<file path="config.mk">
export PLATFORM = sky130hd
export DESIGN_NAME = mem_port_arbiter
export DESIGN_NICKNAME = d
export VERILOG_FILES = /design/src/rtl/mem_arb_pkg.sv /design/src/rtl/resp_tag_pipe.sv /design/src/rtl/mem_port_arbiter.sv
export SDC_FILE = /design/constraint.sdc
export NUM_CORES = 1
export LEC_CHECK = 0
export ABC_AREA = 1
export CAP_MARGIN = 10
export CELL_PAD_IN_SITES_DETAIL_PLACEMENT = 1
export CELL_PAD_IN_SITES_GLOBAL_PLACEMENT = 1
export CORE_ASPECT_RATIO = 2
export CORE_UTILIZATION = 20
export CTS_CLUSTER_SIZE = 40
export DETAILED_ROUTE_END_ITERATION = 16
export PLACE_DENSITY_LB_ADDON = 0.3
export SYNTH_ARGS = -nofsm -noshare
export SYNTH_HDL_FRONTEND = slang
export SYNTH_SLANG_ARGS = --single-unit
</file>
<file path="constraint.sdc">
create_clock -name clk -period 1.7 [get_ports clk]
set_input_delay 0.34 -clock clk [delete_from_list [all_inputs] [get_ports clk]]
set_output_delay 0.34 -clock clk [all_outputs]
set_load 0.03 [all_outputs]
</file>
<file path="src/rtl/mem_arb_pkg.sv">
// Shared types and constants for the fetch/data memory port arbiter.
// Pure definitions: no latency, no backpressure.
package mem_arb_pkg;

  typedef enum logic [2:0] {
    TAG_NONE,
    TAG_I,
    TAG_I_OOR,
    TAG_D,
    TAG_D_OOR
  } tag_e;

  localparam logic [31:0] BAD_INSTR = 32'hdeadbeef;
  localparam logic [3:0]  WEN_READ  = 4'b0000;

endpackage

</file>
<file path="src/rtl/resp_tag_pipe.sv">
// Read-response tag delay line: a tag entering now appears at tag_o DEPTH cycles later.
// No backpressure; async clear drops every in-flight tag.
module resp_tag_pipe
  import mem_arb_pkg::*;
#(
  parameter int DEPTH = 1
) (
  input  logic clk,
  input  logic rst_n,
  input  tag_e tag_i,
  output tag_e tag_o
);

  tag_e stage_q [DEPTH];

  always_ff @(posedge clk or negedge rst_n) begin
    if (!rst_n) begin
      for (int k = 0; k < DEPTH; k++) stage_q[k] <= TAG_NONE;
    end else begin
      stage_q[0] <= tag_i;
      for (int k = 1; k < DEPTH; k++) stage_q[k] <= stage_q[k-1];
    end
  end

  assign tag_o = stage_q[DEPTH-1];

endmodule

</file>
<file path="src/rtl/mem_port_arbiter.sv">
// Shares one single-port memory between fetch and load/store; grant and issue in the same cycle,
// read data returns RD_LATENCY cycles later. No response backpressure; data wins unless fetch is starved.
module mem_port_arbiter
  import mem_arb_pkg::*;
#(
  parameter int MEM_WORDS    = 1024,
  parameter int RD_LATENCY   = 1,
  parameter int STARVE_LIMIT = 4
) (
  input  logic        clk,
  input  logic        rst_n,
  input  logic        i_req,
  input  logic [31:0] i_addr,
  output logic        i_gnt,
  output logic        i_rvalid,
  output logic [31:0] i_rdata,
  input  logic        d_req,
  input  logic [31:0] d_addr,
  input  logic [31:0] d_wdata,
  input  logic [3:0]  d_wen,
  output logic        d_gnt,
  output logic        d_rvalid,
  output logic [31:0] d_rdata,
  output logic        m_en,
  output logic [31:0] m_addr,
  output logic [31:0] m_wdata,
  output logic [3:0]  m_wen,
  input  logic [31:0] m_rdata
);

  localparam int          CNT_W    = $clog2(STARVE_LIMIT + 1);
  localparam logic [31:0] ADDR_END = 32'(4 * MEM_WORDS);
  localparam logic [CNT_W-1:0] CNT_MAX = CNT_W'(STARVE_LIMIT);

  logic [CNT_W-1:0] starve_cnt_q, starve_cnt_d;
  logic [31:0]      i_rdata_q, d_rdata_q;
  logic             i_win, d_win;
  logic             i_oor, d_oor;
  tag_e             tag_push, tag_pop;

  assign i_oor = (i_addr >= ADDR_END);
  assign d_oor = (d_addr >= ADDR_END);

  // Grants are held low for the whole time reset is asserted.
  always_comb begin
    i_win = 1'b0;
    d_win = 1'b0;
    if (rst_n) begin
      if (i_req && d_req) begin
        if (starve_cnt_q == CNT_MAX) i_win = 1'b1;
        else                         d_win = 1'b1;
      end else begin
        i_win = i_req;
        d_win = d_req;
      end
    end
  end

  always_comb begin
    starve_cnt_d = starve_cnt_q;
    if (!i_req || i_win)          starve_cnt_d = '0;
    else if (starve_cnt_q != CNT_MAX) starve_cnt_d = starve_cnt_q + CNT_W'(1);
  end

  // Out-of-range accesses are granted but never strobe the memory.
  always_comb begin
    m_en     = 1'b0;
    m_addr   = '0;
    m_wdata  = '0;
    m_wen    = WEN_READ;
    tag_push = TAG_NONE;
    if (i_win) begin
      m_en     = !i_oor;
      m_addr   = {2'b00, i_addr[31:2]};
      tag_push = i_oor ? TAG_I_OOR : TAG_I;
    end else if (d_win) begin
      m_en    = !d_oor;
      m_addr  = {2'b00, d_addr[31:2]};
      m_wdata = d_wdata;
      m_wen   = d_oor ? WEN_READ : d_wen;
      if (d_wen == WEN_READ) tag_push = d_oor ? TAG_D_OOR : TAG_D;
    end
  end

  assign i_gnt = i_win;
  assign d_gnt = d_win;

  resp_tag_pipe #(.DEPTH(RD_LATENCY)) u_tag_pipe (
    .clk   (clk),
    .rst_n (rst_n),
    .tag_i (tag_push),
    .tag_o (tag_pop)
  );

  // An out-of-range load has no defined data, so the memory bus is passed through as-is.
  always_comb begin
    i_rvalid = (tag_pop == TAG_I) || (tag_pop == TAG_I_OOR);
    d_rvalid = (tag_pop == TAG_D) || (tag_pop == TAG_D_OOR);
    i_rdata  = i_rdata_q;
    d_rdata  = d_rdata_q;
    if (i_rvalid) i_rdata = (tag_pop == TAG_I_OOR) ? BAD_INSTR : m_rdata;
    if (d_rvalid) d_rdata = m_rdata;
  end

  always_ff @(posedge clk or negedge rst_n) begin
    if (!rst_n) begin
      starve_cnt_q <= '0;
      i_rdata_q    <= '0;
      d_rdata_q    <= '0;
    end else begin
      starve_cnt_q <= starve_cnt_d;
      i_rdata_q    <= i_rdata;
      d_rdata_q    <= d_rdata;
    end
  end

endmodule

</file>
==> flow_results.org <==
** Status
- The flow ran to the end, but the final reports show violations.
- The final reports fail on setup timing.

** Clock network
- CTS buffer count :: 9
- Clock tree from TritonCTS :: built
- Maximum root-to-sink buffer count :: 2
- The tree is rooted in a clkbuf_16.
- Htree depth :: 3
- Clock latency on the worst-skew pair, taken at its later pin, is roughly 0.34 ns.
- The tree built by TritonCTS fans out to 70 sinks.
- Clock-pin slew was measured on the worst setup and hold paths at around 0.05 ns.

** Power
- Final Power :: about 8.4 mW
- The worst-case IR drop observed on VDD is approximately 440 uV.
- Leakage Power :: between 4 and 5 nW
- Dividing total power by cell area gives a power density of 817.6 nW/um^2.

** Global routing
- The first global-routing pass estimated approximately 32000 um of wire.
- In the global route stage, overall resource usage came out at a little under a quarter.
- Maximum number of pins on one net before global-route repair :: 70
- Global-route congestion overflow total :: 0
- Via count of the first global-routing pass :: between 5000 and 6000
- Initial antenna violation count :: 2

** Detailed routing
- Average routed wire per standard cell :: around 21 um
- Detailed Routing Iterations Pass 1 :: 4
- DRT iter0 DRCs :: about 130
- Wire length after detailed routing :: between 20000 and 25000 um
- In the routed design, unresolved DRC markers number 0.
- The count of nets left with antenna violations once routing finished came out at 0.
- Mean number of vias per cell :: approximately 4.7
- Via total after detailed routing :: 5294

** Timing
- Worst slew margin relative to its limit :: roughly 36%
- Maximum frequency from static timing analysis :: ~450 MHz
- Actual slew at the worst max-slew pin :: between 0.9 and 1 ns
- Minimum clock period after layout :: 2.201 ns
- After layout, the worst setup slack is -0.5010 ns.
- Final slew viol count :: 0
- Summed over all failing endpoints, the final setup total negative slack is -54.64 ns.
- The final-report hold violation count was 0.
- Unrepaired setup endpoints after global routing :: true
- Final period utilization :: 129.5%
- Maximum clock skew at final layout :: roughly 0.0049 ns
- Setup violations remaining at the end of the flow were counted as ~140.

** Cells and area
- Cells fill approximately 58% of the core in the end.
- Layout overhead on the synthesized area :: 183.4%
- Of the cells placed in the final design, the portion with a size suffix greater than 1 is 59.15%.
- Final net count :: 1046
- Final design instance area without fill :: just over 10000 um^2
- Number of fill cells :: around 1900
- Register area :: 1753 um^2
- The multi-input combinational cells in the finished layout cover a total of between 2000 and 3000 um^2.

** Worst setup path
- The worst setup path is of the reg -> out kind.
- The worst setup path is launched from a register.
- STA classifies the critical path endpoint as an output port.
- Highest net fanout along the worst path :: 7
- STA puts the critical path data required time at approximately 1.4 ns.
- Setup slack, reg-to-reg :: -0.47 ns
- CP Data Arrival Time :: roughly 1.9 ns
- Worst setup path startpoint :: u_tag_pipe.tag_o[0]
- Origin of the critical flop-to-flop path :: u_tag_pipe.tag_o[0]

** Die
- Core area :: around 18000 um^2
- Pin placement for this block handled between 200 and 300 I/O pins.
- X dimension of the die :: between 90 and 100 um
- The floorplan step set the die height to approximately 190 um.
- Area of the die :: approximately 19000 um^2
- Count of standard-cell rows :: ~70
- Initial Util :: about a fifth

** Placement
- At the end of routability-driven placement, the weighted congestion stood at 0.8017.
- The wire-length estimate of the detail-placed layout is about 14000 um.
- Timing analysis after detailed placement gives a worst setup slack of -0.4708 ns.
- Placed cell areas :: 7049 um^2
- In this run the tool buffered the top-level ports with approximately 270 buffer cells.

** Hold path
- The worst hold path belongs to the class in -> async.

** Logic synthesis
- Synth Register Bits :: 70
- Yosys mapped a number of flops with a built-in enable equal to 0.
- Post-synth top area share :: between 40% and 50%
- Averaged over all synthesized cells, the footprint is 7.426 um^2.
- Netlist area before placement :: around 3600 um^2
- Yosys synthesis warning count :: 0
- List of most frequent post-synthesis cells :: 110 x nor2_1, 106 x nand2_1, 70 x dfrtp_1
- Leading area contributor after synthesis :: dfrtp_1
- After synthesis, the share of flip-flops with an asynchronous set or reset is 100.0%.
- The most common cell in the synthesized netlist is nor2_1.
- By area the synthesized netlist is led by dfrtp_1 48%, nor2_1 11%, nand2_1 11%.
- For this run, the register share of the synthesized area comes to 48.04%.
- Syn Inst Count :: 491
- Count of unique library cells instantiated by Yosys :: 21
- In the synthesized netlist the dominant register cell turns out to be dfrtp_1.

** Job
- Number of maximum-capacitance violations :: 0
metal layers:
layer / global-route usage (%) / wire length (um)
met1: 19.49 / 7191
met2: 47.50 / 14250
met3: 4.326 / 1160
met4: 10.80 / 983
met5: 0 / 0
layout make-up:
cell class / instances / share of cell area [%]
diodes: 2 / 0.04843
clock buffers: 12 / 2.385
clock inverters: 4 / 0.2179
inverters: 54 / 2.107
multi-input cells: 339 / 28.71
flip-flops and latches: 70 / 16.96
well taps: 213 / 2.579
repair buffers: 434 / 46.99
path summary, 6_finish.rpt:
path | cells after the start | endpoint
max | 8 | i_rdata[1]
min | 2 | d_rdata_q[2]
max reg2reg | 14 | d_rdata_q[11]
min reg2reg | 2 | d_rdata_q[9]
max in group asynchronous | 2 | u_tag_pipe.tag_o[0]
min in group clk | 2 | d_rdata_q[9]
report_power, final:
group | total (mW) | internal [mW] | switching (mW)
sequential | 2.21 | 2.02 | 0.187
clock | 1.75 | 1.02 | 0.726
combinational | 4.49 | 2.21 | 2.28
worst max-delay path, stage by stage (launching register included):
cell	delay, ns
dfrtp_2	0.44
buf_4	0.15
nand3_4	0.11
nand2_8	0.09
buf_4	0.15
clkbuf_16	0.16
buf_4	0.14
a21oi_4	0.14
buf_6	0.15
state kept, by name (all words and copies together) (netlist names):
signal and count:
d_rdata_q 32, u_tag_pipe.tag_o 3, i_rdata_q 32, starve_cnt_q 3
metrics by stage:
stage                     hold slack (ns)  cells
final                              0.2774   1128
after global routing               0.3763   1127
after CTS                          0.3148   1094
after detailed placement           0.2723    997
after global placement             0.2756    997
after floorplan                   0.04441    492
cells in the final DEF (no fill, tap or decap), types with 2 or more instances in the layout:
| cell type | count |
|---|---|
| buf_6 | 135 |
| clkdlybuf4s50_1 | 130 |
| buf_4 | 114 |
| dfrtp_1 | 69 |
| nor2_1 | 58 |
| nand2_2 | 47 |
| inv_1 | 46 |
| nor2_4 | 40 |
| nand2_4 | 31 |
| nand2_1 | 27 |
| buf_12 | 26 |
| nand3_1 | 22 |
| a21oi_4 | 21 |
| nand3_2 | 20 |
| a22o_4 | 15 |
| clkbuf_16 | 15 |
| nand3_4 | 13 |
| nor2_2 | 12 |
| buf_16 | 12 |
| buf_8 | 9 |
| a22o_1 | 7 |
| inv_2 | 6 |
| o21ai_4 | 4 |
| a21oi_2 | 4 |
| nand4_1 | 3 |
| o21ai_2 | 3 |
| clkinv_2 | 3 |
| diode_2 | 2 |
| inv_8 | 2 |
| nand2_8 | 2 |
| o21ai_0 | 2 |
| conb_1 | 2 |
| clkbuf_1 | 2 |
kinds of logic after synthesis:
group                    after synthesis  synth area share, %
AO/OA/AOI/OAI                         58                10.23
XOR/XNOR                               1               0.2403
adder cells (fa/ha/maj)                2               0.6862
buffers and inverters                 83                9.643
flip-flops                            70                48.04
other                                  1               0.1029
AND/OR/NAND/NOR                      276                31.06
timing repair:
| item | in CTS | in global routing |
|---|---|---|
| pin swaps | 34 | 58 |
| cloned | 15 | 7 |
| setup endpoints to repair | 135 | 139 |
| hold endpoints to repair | 2 | 0 |
| setup buffers | 65 | 38 |
| hold buffers | 1 | 0 |
| gates resized for setup | 263 | 183 |
Note: power is estimated with default switching activity, not from simulation.
